## config.mk

```make
export PLATFORM = sky130hd
export DESIGN_NAME = rv32i_mem_stage
export DESIGN_NICKNAME = d
export VERILOG_FILES = /design/src/rtl/rv32i_mem_stage.sv
export SDC_FILE = /design/constraint.sdc
export NUM_CORES = 1
export LEC_CHECK = 0
export BUFFER_PORTS_ARGS = -buffer_cell sky130_fd_sc_hd__buf_2
export CAP_MARGIN = 15
export CORE_ASPECT_RATIO = 1.5
export CORE_MARGIN = 5
export CORE_UTILIZATION = 55
export CTS_BUF_LIST = sky130_fd_sc_hd__clkbuf_2
export CTS_CLUSTER_SIZE = 28
export DETAILED_ROUTE_END_ITERATION = 6
export PLACE_DENSITY = 0.8
export SLEW_MARGIN = 20
export SYNTH_ARGS = -nofsm -noshare
export SYNTH_HDL_FRONTEND = slang
export SYNTH_SLANG_ARGS = --single-unit
```

## constraint.sdc

```tcl
create_clock -name clk -period 3.73 [get_ports clk]
set_input_delay 1.119 -clock clk [delete_from_list [all_inputs] [get_ports clk]]
set_output_delay 1.119 -clock clk [all_outputs]
set_load 0.01 [all_outputs]
```

## src/rtl/rv32i_mem_stage.sv

```systemverilog
// ---------------------------------------------------------------------------
// rv32i_mem_stage
//   Memory stage of a simple in-order RV32I pipeline. Non-memory instructions
//   pass straight through to the writeback registers with one cycle of
//   latency. Loads and stores park the stage in WAIT, hold a single request
//   on the data-memory port until dmem_ack arrives or WAIT_MAX cycles pass,
//   and then emit the instruction to writeback (extended load data for loads,
//   the original address for stores).
//
//   Handshake: an instruction is transferred on a rising clk edge where
//   ex_valid=1 and ex_ready=1. ex_ready is high exactly while the stage is
//   IDLE. The memory side keeps dmem_req high with stable we/addr/be/wdata
//   until the edge on which dmem_ack=1 is seen or the access times out.
//
//   Optional feature (macro MISALIGN_TRAP_EN):
//     defined   - adds misalign_out; misaligned halfword/word accesses make
//                 no memory access and complete in one cycle with
//                 wb_en_out=0 and misalign_out=1.
//     undefined - halfword accesses ignore addr[0], word accesses ignore
//                 addr[1:0].
//
//   Ports
//     clk, reset          clock, asynchronous active-low reset
//     ex_valid/ex_ready   execute-stage handshake
//     ex_pc, ex_iw        instruction address / instruction word
//     ex_alu              ALU result (effective address for loads/stores)
//     ex_rs2              store data
//     ex_wb_en, ex_wb_reg writeback control
//     dmem_*              word-aligned data memory request/response
//     pc_out .. bus_err   registered writeback-stage feed
//     misalign_out        misalignment trap pulse (MISALIGN_TRAP_EN only)
//     state_dbg           1 while the stage is in WAIT
// ---------------------------------------------------------------------------
module rv32i_mem_stage #(
    parameter int WAIT_MAX = 16
) (
    input  logic        clk,
    input  logic        reset,
    input  logic        ex_valid,
    output logic        ex_ready,
    input  logic [31:0] ex_pc,
    input  logic [31:0] ex_iw,
    input  logic [31:0] ex_alu,
    input  logic [31:0] ex_rs2,
    input  logic        ex_wb_en,
    input  logic [4:0]  ex_wb_reg,
    output logic        dmem_req,
    output logic        dmem_we,
    output logic [31:0] dmem_addr,
    output logic [3:0]  dmem_be,
    output logic [31:0] dmem_wdata,
    input  logic        dmem_ack,
    input  logic [31:0] dmem_rdata,
    output logic [31:0] pc_out,
    output logic [31:0] iw_out,
    output logic [31:0] alu_out,
    output logic        wb_en_out,
    output logic [4:0]  wb_reg_out,
    output logic        bus_err,
`ifdef MISALIGN_TRAP_EN
    output logic        misalign_out,
`endif
    output logic        state_dbg
);

    typedef enum logic {IDLE = 1'b0, WAIT = 1'b1} state_t;

    localparam logic [6:0] OP_LOAD  = 7'b0000011;
    localparam logic [6:0] OP_STORE = 7'b0100011;
    // Value of wait_cnt during the last allowed WAIT cycle.
    localparam logic [7:0] CNT_LAST = 8'(WAIT_MAX - 1);

    state_t      state, state_next;
    logic [7:0]  wait_cnt;

    // Instruction captured while the access is outstanding.
    logic [31:0] cap_pc, cap_iw, cap_alu;
    logic        cap_wb_en;
    logic [4:0]  cap_wb_reg;

    // Execute-side decode.
    logic [2:0]  funct3;
    logic        is_load, is_store, load_ok, store_ok, mem_ok, misaligned, mem_go;
    logic [1:0]  off;
    logic [3:0]  be;
    logic [31:0] wdata;
    logic        accept, wait_hit;

    // Response-side decode.
    logic [2:0]  cap_funct3;
    logic [1:0]  cap_off;
    logic        cap_load;
    logic [31:0] lane;
    logic [31:0] load_data;

    // Byte offset of the accessed lane. Halfwords are forced onto an even
    // lane and words onto lane 0, which is how unaligned addresses are
    // folded when no trap is taken.
    function automatic logic [1:0] lane_off(input logic [1:0] size, input logic [1:0] a);
        case (size)
            2'b00:   return a;
            2'b01:   return {a[1], 1'b0};
            default: return 2'b00;
        endcase
    endfunction

    assign ex_ready  = (state == IDLE);
    assign state_dbg = (state == WAIT);
    assign accept    = ex_valid && (state == IDLE);
    assign wait_hit  = (wait_cnt == CNT_LAST);

    always_comb begin
        funct3   = ex_iw[14:12];
        is_load  = (ex_iw[6:0] == OP_LOAD);
        is_store = (ex_iw[6:0] == OP_STORE);
        // Loads: LB LH LW LBU LHU. Stores: SB SH SW.
        load_ok  = is_load && (funct3 != 3'b011) && (funct3 != 3'b110) && (funct3 != 3'b111);
        store_ok = is_store && (funct3 <= 3'b010);
        mem_ok   = load_ok || store_ok;
`ifdef MISALIGN_TRAP_EN
        misaligned = mem_ok &&
                     (((funct3[1:0] == 2'b01) && ex_alu[0]) ||
                      ((funct3[1:0] == 2'b10) && (ex_alu[1:0] != 2'b00)));
`else
        misaligned = 1'b0;
`endif
        mem_go = mem_ok && !misaligned;
        off    = lane_off(funct3[1:0], ex_alu[1:0]);
        case (funct3[1:0])
            2'b00: begin
                be    = 4'b0001 << off;
                wdata = {4{ex_rs2[7:0]}};
            end
            2'b01: begin
                be    = 4'b0011 << off;
                wdata = {2{ex_rs2[15:0]}};
            end
            default: begin
                be    = 4'b1111;
                wdata = ex_rs2;
            end
        endcase
    end

    always_comb begin
        cap_funct3 = cap_iw[14:12];
        cap_load   = (cap_iw[6:0] == OP_LOAD);
        cap_off    = lane_off(cap_funct3[1:0], cap_alu[1:0]);
        // Move the addressed lane down to bit 0 before extension.
        lane       = dmem_rdata >> {cap_off, 3'b000};
        case (cap_funct3)
            3'b000:  load_data = {{24{lane[7]}}, lane[7:0]};
            3'b001:  load_data = {{16{lane[15]}}, lane[15:0]};
            3'b100:  load_data = {24'h000000, lane[7:0]};
            3'b101:  load_data = {16'h0000, lane[15:0]};
            default: load_data = dmem_rdata;
        endcase
    end

    // FSM: state register
    always_ff @(posedge clk or negedge reset) begin
        if (!reset) begin
            state <= IDLE;
        end else begin
            state <= state_next;
        end
    end

    // FSM: next state
    always_comb begin
        state_next = state;
        case (state)
            IDLE:    if (accept && mem_go) state_next = WAIT;
            WAIT:    if (dmem_ack || wait_hit) state_next = IDLE;
            default: state_next = IDLE;
        endcase
    end

    // Datapath, memory port and writeback registers.
    always_ff @(posedge clk or negedge reset) begin
        if (!reset) begin
            wait_cnt   <= 8'd0;
            cap_pc     <= 32'd0;
            cap_iw     <= 32'd0;
            cap_alu    <= 32'd0;
            cap_wb_en  <= 1'b0;
            cap_wb_reg <= 5'd0;
            dmem_req   <= 1'b0;
            dmem_we    <= 1'b0;
            dmem_addr  <= 32'd0;
            dmem_be    <= 4'd0;
            dmem_wdata <= 32'd0;
            pc_out     <= 32'd0;
            iw_out     <= 32'd0;
            alu_out    <= 32'd0;
            wb_en_out  <= 1'b0;
            wb_reg_out <= 5'd0;
            bus_err    <= 1'b0;
`ifdef MISALIGN_TRAP_EN
            misalign_out <= 1'b0;
`endif
        end else begin
            // Bubble unless a result is produced this cycle.
            wb_en_out <= 1'b0;
            bus_err   <= 1'b0;
`ifdef MISALIGN_TRAP_EN
            misalign_out <= 1'b0;
`endif
            case (state)
                IDLE: begin
                    if (accept) begin
                        if (mem_go) begin
                            cap_pc     <= ex_pc;
                            cap_iw     <= ex_iw;
                            cap_alu    <= ex_alu;
                            cap_wb_en  <= ex_wb_en;
                            cap_wb_reg <= ex_wb_reg;
                            wait_cnt   <= 8'd0;
                            dmem_req   <= 1'b1;
                            dmem_we    <= store_ok;
                            dmem_addr  <= {ex_alu[31:2], 2'b00};
                            dmem_be    <= be;
                            dmem_wdata <= wdata;
                        end else begin
                            // Pass-through; memory opcodes that make no
                            // access (bad funct3, misaligned) never write back.
                            pc_out     <= ex_pc;
                            iw_out     <= ex_iw;
                            alu_out    <= ex_alu;
                            wb_reg_out <= ex_wb_reg;
                            wb_en_out  <= ex_wb_en && !is_load && !is_store;
`ifdef MISALIGN_TRAP_EN
                            misalign_out <= misaligned;
`endif
                        end
                    end
                end
                WAIT: begin
                    // Ack wins over the timeout when both land together.
                    if (dmem_ack || wait_hit) begin
                        dmem_req   <= 1'b0;
                        dmem_we    <= 1'b0;
                        dmem_addr  <= 32'd0;
                        dmem_be    <= 4'd0;
                        dmem_wdata <= 32'd0;
                        wait_cnt   <= 8'd0;
                        pc_out     <= cap_pc;
                        iw_out     <= cap_iw;
                        wb_reg_out <= cap_wb_reg;
                        if (dmem_ack) begin
                            alu_out   <= cap_load ? load_data : cap_alu;
                            wb_en_out <= cap_load && cap_wb_en;
                        end else begin
                            alu_out   <= cap_alu;
                            bus_err   <= 1'b1;
                        end
                    end else begin
                        wait_cnt <= wait_cnt + 8'd1;
                    end
                end
                default: ;
            endcase
        end
    end

endmodule

```

==> impl_metrics.toml, run 1 <==
[status]
status = "completed"

[power_and_ir_drop]
p_clk_share_pct = 29.7
p_switching_mw = 2.09
power.leakage_nw = 8.07
power.switching_fraction_pct = 32.0
p_seq_share_pct = 53.7
power_mw = 6.54
powerDensity_mw_per_mm2 = 418
intPower_mw = 4.44
p_comb_share_pct = 16.6
irDropWorstVdd_mv = 0.330

[clocking]
cts_root_buf = "clkbuf_2"
cts_tree = "built"
clkSlewWorstSetupHoldPaths_ns = 0.11
htree_levels = 3
cts_setup_buffers = 0
cts_buffers = 70
clk_latency_ns = 0.88
cts_sinks = 282
clk_path_buf_depth = 3

[run]
cap_violations = 0

[floorplan]
die_w_microns = 136
rows = 69
start_util_pct = 55.5
core_sq_mm = 0.0236
num_io_pins = 345
dieArea_sq_mm = 0.0270
die_h_microns = 199

[routing]
num_vias = 11900
drc = 0
drt-initial-drc-count = 792
ant_nets = 0
viasPerCell = 5.61
drtPass1Iterations = 5
wl_per_cell_microns = 19.6
routed_wl_microns = 41700

[sta]
final_hold_viol_count = 0
slew_headroom_pct = 32.9
period_share_pct = 82.4
setup_tns_ns = 0
rsz0062_at_grt = "no"
maxSlewViolCount = 0
max_freq_ghz = 0.325
setup_viol = 0
tightest_slew_ns = 1.00
finClkSkew_ns = 0.0648
fin_ws_ns = 0.657
layout_min_cycle_time_ns = 3.07

[yosys]
synth_seq_cells = 282
synth_area_leader_cell = "dfrtp_1"
synth_edf_count = 0
synth_ff_type = "dfrtp_1"
avgSynthCellArea_sq_um = 9.22
syn_inst = 1419
synthTopCellsByCount = "nand2_1 (457), dfrtp_1 (282), o21ai_0 (152), mux2i_1 (108), a21oi_1 (58)"
synth.most_common_cell = "nand2_1"
ys_async_sr_fraction_pct = 100
yosysUniqueCellTypes = 58
synth_area_leaders = "dfrtp_1 (54%), nand2_1 (13%), mux2i_1 (8.3%), o21ai_0 (5.8%), a21oi_1 (2.2%)"
seq_area_frac_synth_pct = 53.9
syn_area_sq_mm = 0.0131
synth_top_cell_area_share_pct = 53.9
ys_warn_count = 0

[layout]
seq_area_sq_mm = 0.00706
fillers = 1988
syn_to_final_growth_pct = 19.4
fin_area_sq_mm = 0.0156
nets = 1925
multi_input_area_sq_mm = 0.00547
utilization_pct = 66.3
layout-drive-gt1-share_pct = 27.1

[worst_setup_path]
worstPathCellList = "buf_4, buf_2"
r2r-end = "alu_out[11]"
critical_path.startpoint = "state_dbg"
cp_max_fo = 43
crit_arrival_ns = 1.95
crit_end = "state_dbg"
startpoint_type = "flop"
max_stage_delay_ns = 0.50
r2r-start = "cap_iw[12]"
cp.required_ns = 2.61
cpMaxStageDelayCell = "dfrtp_4"
r2r_cells = 5
crit_type = "reg -> out"
r2r_slack_ns = 1.24
end_kind = "primary output"

[grt]
grt_util_all_layers_pct = 31.0
grt_pass1_wl_microns = 65400
grt_max_degree = 98
antenna_found_initial = 9
grt_pass1_vias = 12338
gr-total-overflow = 0

[placed_design]
postPlaceCellArea_sq_mm = 0.0150
place.gp.congestion = 0.916
hpwl_microns = 29500
portBuffers = 342
dp_slack_ns = 0.541

[hold_path]
hold_class = "in -> reg"
==> cells by family (layout without fill, tap and decap cells) <==
group | Yosys count | in the layout | share of synthesized area (%)
XOR/XNOR | 2 | 2 | 0.134
flip-flops | 282 | 282 | 53.9
buffers and inverters | 136 | 516 | 4.58
AO/OA/AOI/OAI | 329 | 329 | 15.6
multiplexers | 109 | 109 | 8.35
other | 1 | 6 | 0.0287
AND/OR/NAND/NOR | 559 | 559 | 17.3
adder cells (fa/ha/maj) | 1 | 1 | 0.0956
==> power groups by stage <==
stage | sequential (mW) | combinational [mW] | clock, mW
2_1_floorplan | 3.62 | 0.453 | 0
3_3_place_gp | 3.55 | 1.06 | 0
3_5_place_dp | 3.56 | 1.09 | 0
4_1_cts | 3.51 | 1.09 | 2.00
5_1_grt | 3.54 | 1.20 | 2.17
6_report | 3.51 | 1.09 | 1.94
==> metrics by stage <==
stage / cells / hold slack, ns
floorplan: 1420 / 0.440
global placement: 2000 / 0.454
finish: 2123 / 0.429
CTS: 2119 / 0.362
global route: 2122 / 0.381
detailed placement: 2000 / 0.458
==> area by class of cell <==
cell class              instances  share of cell area, %
flip-flops and latches        282                   45.2
multi-input cells            1002                   35.0
repair buffers                371                   12.9
clock buffers                  97                   3.11
well taps                     319                   2.55
inverters                      27                  0.649
clock inverters                21                  0.513
diodes                          4                 0.0641
==> cells in the final DEF, fill, tap and decap left out, types with 9 or more instances in the layout <==
cell,instances
a21oi_1,57
a221oi_1,19
a22o_1,9
and2_1,10
buf_2,341
buf_4,22
clkbuf_2,97
clkinv_1,17
dfrtp_1,281
inv_1,26
mux2i_1,108
nand2_1,456
nand3_1,15
nor2_1,44
o211ai_1,17
o21ai_0,152
o221ai_1,18
o311ai_0,10
==> worst max-delay path, delay by kind of cell (launching register included) <==
kind | cells | cell delay, ns
DFF | 1 | 0.50
buffers and inverters | 2 | 0.60
==> layer usage <==
layer	track usage [%]	wire length [microns]	vias up
li1	-	-	5547
met2	51.3	20500	541
met5	0	83	-
met4	19.8	2710	12
met1	35.2	14900	5659
met3	8.81	3480	141
==> how the worst min path moves through the flow <==
stage,from,end,slack [ns],cells past startpoint
after floorplan,cap_alu[14],cap_alu[14],0.44,2
after global placement,cap_alu[14],cap_alu[14],0.45,2
after detailed placement,dmem_req,dmem_req,0.46,2
after CTS,ex_alu[31],cap_alu[31],0.36,3
after global routing,ex_alu[31],cap_alu[31],0.38,3
final,ex_alu[31],cap_alu[31],0.43,3
==> repair_timing <==
action                                 CTS  global route
hold buffers                             1             0
endpoints found under the hold margin    7             0
gates resized for setup                  0             0
No activity file was read; power rests on OpenSTA's default activity.
==> inputs of run 2 (changes only) <==
- clock period: 3.73 -> 3.21 ns (I/O delays scaled with it)
==> impl_metrics.toml, run 2 (synthesis gave the netlist of run 1 again) <==
[grt]
grt_max_degree = 77
grt_util_all_layers_pct = 30.6
grt_pass1_wl_microns = 64100
grt_pass1_vias = 12035
gr-total-overflow = 0
antenna_found_initial = 8

[worst_setup_path]
cp.required_ns = 2.25
cpMaxStageDelayCell = "buf_4"
crit_buf_inv = 2
crit_arrival_ns = 2.02
path_delay_family = "buffers and inverters"
r2r_slack_ns = 0.73
worstPathCellList = "buf_4, buf_2"
end_kind = "primary output"
max_stage_delay_ns = 0.48
r2r-start = "cap_iw[12]"
cp_max_fo = 53
r2r-end = "alu_out[12]"
crit_type = "reg -> out"
startpoint_type = "flop"
r2r_cells = 5

[power_and_ir_drop]
p_switching_mw = 2.42
p_seq_share_pct = 52.9
p_clk_share_pct = 30.7
intPower_mw = 5.27
powerDensity_mw_per_mm2 = 488
p_comb_share_pct = 16.4
power.switching_fraction_pct = 31.5
irDropWorstVdd_mv = 0.338
power_mw = 7.70
power.leakage_nw = 8.16

[routing]
routed_wl_microns = 41400
drt-initial-drc-count = 853
ant_nets = 0
wl_per_cell_microns = 19.4
num_vias = 11879
viasPerCell = 5.57
drc = 0
drtPass1Iterations = 5

[layout]
syn_to_final_growth_pct = 20.6
layout-drive-gt1-share_pct = 27.7
nets = 1930
layout_commonest_cell = "nand2_1"
layout_common_cells = "nand2_1 (456), buf_2 (341), dfrtp_1 (281), o21ai_0 (152), mux2i_1 (108)"
fillers = 1974

[hold_path]
worstHoldStart = "ex_wb_en"
min_to = "cap_wb_en"
hold_class = "in -> reg"
hold-path-cell-count = 3

[placed_design]
hpwl_microns = 29400
place.gp.congestion = 0.899
dp_slack_ns = 0.293
portBuffers = 342

[floorplan]
core_sq_mm = 0.0236
rows = 69
die_w_microns = 136
dieArea_sq_mm = 0.0270
die_h_microns = 199
start_util_pct = 55.5
num_io_pins = 345

[clocking]
cts_tree = "built"
cts_buffers = 69
clkSlewWorstSetupHoldPaths_ns = 0.11
clk_latency_ns = 0.90
htree_levels = 3
clk_path_buf_depth = 3
cts_root_buf = "clkbuf_2"
cts_sinks = 282

[sta]
tightest_slew_ns = 0.927
final_hold_viol_count = 0
fin_ws_ns = 0.223
maxSlewViolCount = 0
layout_min_cycle_time_ns = 2.99
max_freq_ghz = 0.335
finClkSkew_ns = 0.0825
slew_headroom_pct = 36.6
setup_viol = 0
period_share_pct = 93.1
rsz0062_at_grt = "no"
setup_tns_ns = 0

[status]
status = "completed"

[run]
cap_violations = 0
-- run 2: routing by layer --
metal | routed length (microns) | vias to the layer above | global-route usage, %
met5 | 37 | - | 0
met4 | 2750 | 8 | 19.9
met3 | 3680 | 148 | 8.58
met2 | 20100 | 538 | 50.1
met1 | 14900 | 5638 | 35.0
li1 | - | 5547 | -
-- run 2: how the worst max path moves through the flow --
stage,slack [ns],from,cells after the start,endpoint
final,0.22,state_dbg,2,state_dbg
after global placement,0.37,ex_iw[6],6,pc_out[21]
after global routing,0.11,state_dbg,2,state_dbg
after CTS,0.14,state_dbg,2,state_dbg
after floorplan,0.88,ex_iw[12],7,alu_out[10]
after detailed placement,0.29,ex_iw[6],6,alu_out[12]
-- run 2: what timing repair did --
item                       CTS  global route
setup buffers                0             0
gates resized for setup      0             0
setup endpoints to repair    0             0
hold endpoints to repair     4             0
hold buffers                 1             0
-- run 2: layout make-up --
| type | count | area [sq um] | area share [%] |
|---|---|---|---|
| Multi-Input combinational cell | 1002 | 5470 | 34.7 |
| Clock buffer | 100 | 500 | 3.17 |
| Clock inverter | 19 | 103 | 0.650 |
| Inverter | 27 | 101 | 0.642 |
| Timing Repair Buffer | 377 | 2140 | 13.5 |
| Antenna cell | 5 | 12.5 | 0.0793 |
| Tap cell | 319 | 399 | 2.53 |
| Sequential cell | 282 | 7060 | 44.7 |
-- run 2: worst min-delay path, cell delays in order --
cell and delay (ns):
buf_2 0.09, nand2_1 0.05, nand2_1 0.05
-- run 2: power groups by stage --
stage	clock network (mW)	logic, mW	registers, mW
after floorplan	0	0.526	4.20
after global placement	0	1.24	4.13
after detailed placement	0	1.27	4.14
after CTS	2.42	1.27	4.07
after global routing	2.61	1.40	4.11
final	2.36	1.26	4.07
-- run 2: through the flow --
step,util (%),instances,hold slack [ns],instance area [sq um]
3_5_place_dp,64.3,2006,0.462,15200
2_1_floorplan,-,1420,0.440,13100
3_3_place_gp,64.3,2006,0.451,15200
5_1_grt,67.0,2130,0.250,15800
6_report,67.0,2131,0.277,15800
4_1_cts,66.9,2126,0.208,15800
==> inputs of run 3 (changes only) <==
- CORE_UTILIZATION: 55 -> 50
- PLACE_DENSITY: 0.8 -> 0.76
- clock period: 3.21 -> 2.7 ns (I/O delays scaled with it)
==> impl_metrics.toml, run 3 (synthesis gave the netlist of run 1 again) <==
[routing]
highest_layer = "met5"
drtPass1Iterations = 4
drt-initial-drc-count = 785
viasPerCell = 5.52
wl_met1_microns = 15100
wl_per_cell_microns = 19.5
ant_nets = 0
num_vias = 11922
wl_met3_microns = 3560
met2WireLength_microns = 20800
routed_wl_microns = 42200
drc = 0

[sta]
slew_headroom_pct = 55.4
maxSlewViolCount = 0
fin_ws_ns = 0.206
setup_viol = 0
final_hold_viol_count = 0
setup_tns_ns = 0
layout_min_cycle_time_ns = 2.49
period_share_pct = 92.4
tightest_slew_ns = 0.668
finClkSkew_ns = 0.0548
max_freq_ghz = 0.401
rsz0062_at_grt = "no"

[grt]
gr-total-overflow = 0
grt_pass1_wl_microns = 66100
antenna_found_initial = 11
grt_util_all_layers_pct = 28.2
grt_max_degree = 71
grt_pass1_vias = 12263

[worst_setup_path]
r2r-end = "alu_out[8]"
r2r_cells = 6
r2r_slack_ns = 0.50
crit_arrival_ns = 1.68
startpoint_type = "flop"
crit_type = "reg -> out"
cp_max_fo = 9
cp.required_ns = 1.89
r2r-start = "wait_cnt[0]"
end_kind = "primary output"

[power_and_ir_drop]
p_clk_share_pct = 30.6
power.switching_fraction_pct = 31.5
powerDensity_mw_per_mm2 = 576
p_comb_share_pct = 16.6
irDropWorstVdd_mv = 0.351
intPower_mw = 6.28
p_switching_mw = 2.89
p_seq_share_pct = 52.8
power.leakage_nw = 8.23

[clocking]
cts_setup_buffers = 0
htree_levels = 3
clk_latency_ns = 0.84
cts_sinks = 282
clkSlewWorstSetupHoldPaths_ns = 0.10
clk_path_buf_depth = 3
cts_buffers = 70
cts_root_buf = "clkbuf_2"
cts_tree = "built"

[layout]
utilization_pct = 61.6
syn_to_final_growth_pct = 21.7
fin_area_sq_mm = 0.0159
nets = 1945
layout_common_cells = "nand2_1 (456), buf_2 (341), dfrtp_1 (281), o21ai_0 (152), mux2i_1 (108)"
layout_commonest_cell = "nand2_1"
fillers = 2276
layout-drive-gt1-share_pct = 28.2

[hold_path]
hold-path-cell-count = 3
min_to = "cap_wb_en"
worstHoldStart = "ex_wb_en"
hold_class = "in -> reg"

[placed_design]
place.gp.congestion = 0.963
dp_slack_ns = 0.166
portBuffers = 342
postPlaceCellArea_sq_mm = 0.0153
hpwl_microns = 30700

[floorplan]
num_io_pins = 345
rows = 72
start_util_pct = 50.6
die_w_microns = 142
die_h_microns = 208
core_sq_mm = 0.0259
dieArea_sq_mm = 0.0296

[status]
status = "completed"

[run]
cap_violations = 0
-- run 3: cell types whose count changed in the layout (fill, tap and decap cells not counted), sizes merged --
| cell | delta |
|---|---|
| buf | +14 |
| diode | +2 |
| inv | -2 |
| clkinv | +1 |
| clkinvlp | +1 |
-- run 3: worst max-delay path: stages (launching register included) --
cell        delay (ns)
dfrtp_4           0.53
clkinvlp_4        0.17
buf_2             0.19
-- run 3: per-layer routing --
| metal | GRT usage, % | vias up |
|---|---|---|
| met2 | 46.0 | 515 |
| met1 | 32.4 | 5693 |
| met3 | 7.97 | 123 |
| met4 | 17.4 | 8 |
| met5 | 0 | - |
| li1 | - | 5583 |
-- run 3: how the worst max path moves through the flow --
stage / slack, ns / cells past startpoint / end / from
6_report: 0.21 / 2 / ex_ready / state_dbg
5_1_grt: 0.05 / 2 / ex_ready / state_dbg
2_1_floorplan: 0.52 / 7 / alu_out[10] / ex_iw[12]
3_5_place_dp: 0.17 / 6 / alu_out[10] / ex_iw[12]
3_3_place_gp: 0.19 / 6 / alu_out[11] / ex_iw[12]
4_1_cts: 0.05 / 2 / ex_ready / state_dbg
-- run 3: layout make-up --
type / instances / area [sq um] / share of cell area [%]
Sequential cell: 282 / 7060 / 44.3
Multi-Input combinational cell: 1002 / 5470 / 34.3
Timing Repair Buffer: 391 / 2250 / 14.2
Clock buffer: 100 / 500 / 3.14
Tap cell: 333 / 417 / 2.62
Inverter: 27 / 105 / 0.660
Clock inverter: 19 / 103 / 0.644
Antenna cell: 7 / 17.5 / 0.110
-- run 3: per-stage QoR --
stage          hold WS, ns  total power [mW]  std cells
2_1_floorplan        0.440              5.62       1420
3_3_place_gp         0.454              6.40       2034
3_5_place_dp         0.459              6.45       2034
4_1_cts              0.104              9.27       2154
5_1_grt              0.107              9.71       2160
6_report             0.190              9.17       2161
-- run 3: power groups by stage --
stage               Combinational [mW]  Sequential (mW)  Clock, mW
floorplan                        0.625             5.00          0
global route                      1.68             4.90       3.13
detailed placement                1.53             4.92          0
finish                            1.52             4.84       2.80
CTS                               1.53             4.84       2.89
global placement                  1.49             4.91          0
-- run 3: repair_timing --
item / in CTS / in global routing
hold endpoints to repair: 58 / 0
resized for setup: 0 / 1
endpoints found under the setup margin: 0 / 1
hold buffers: 1 / 0
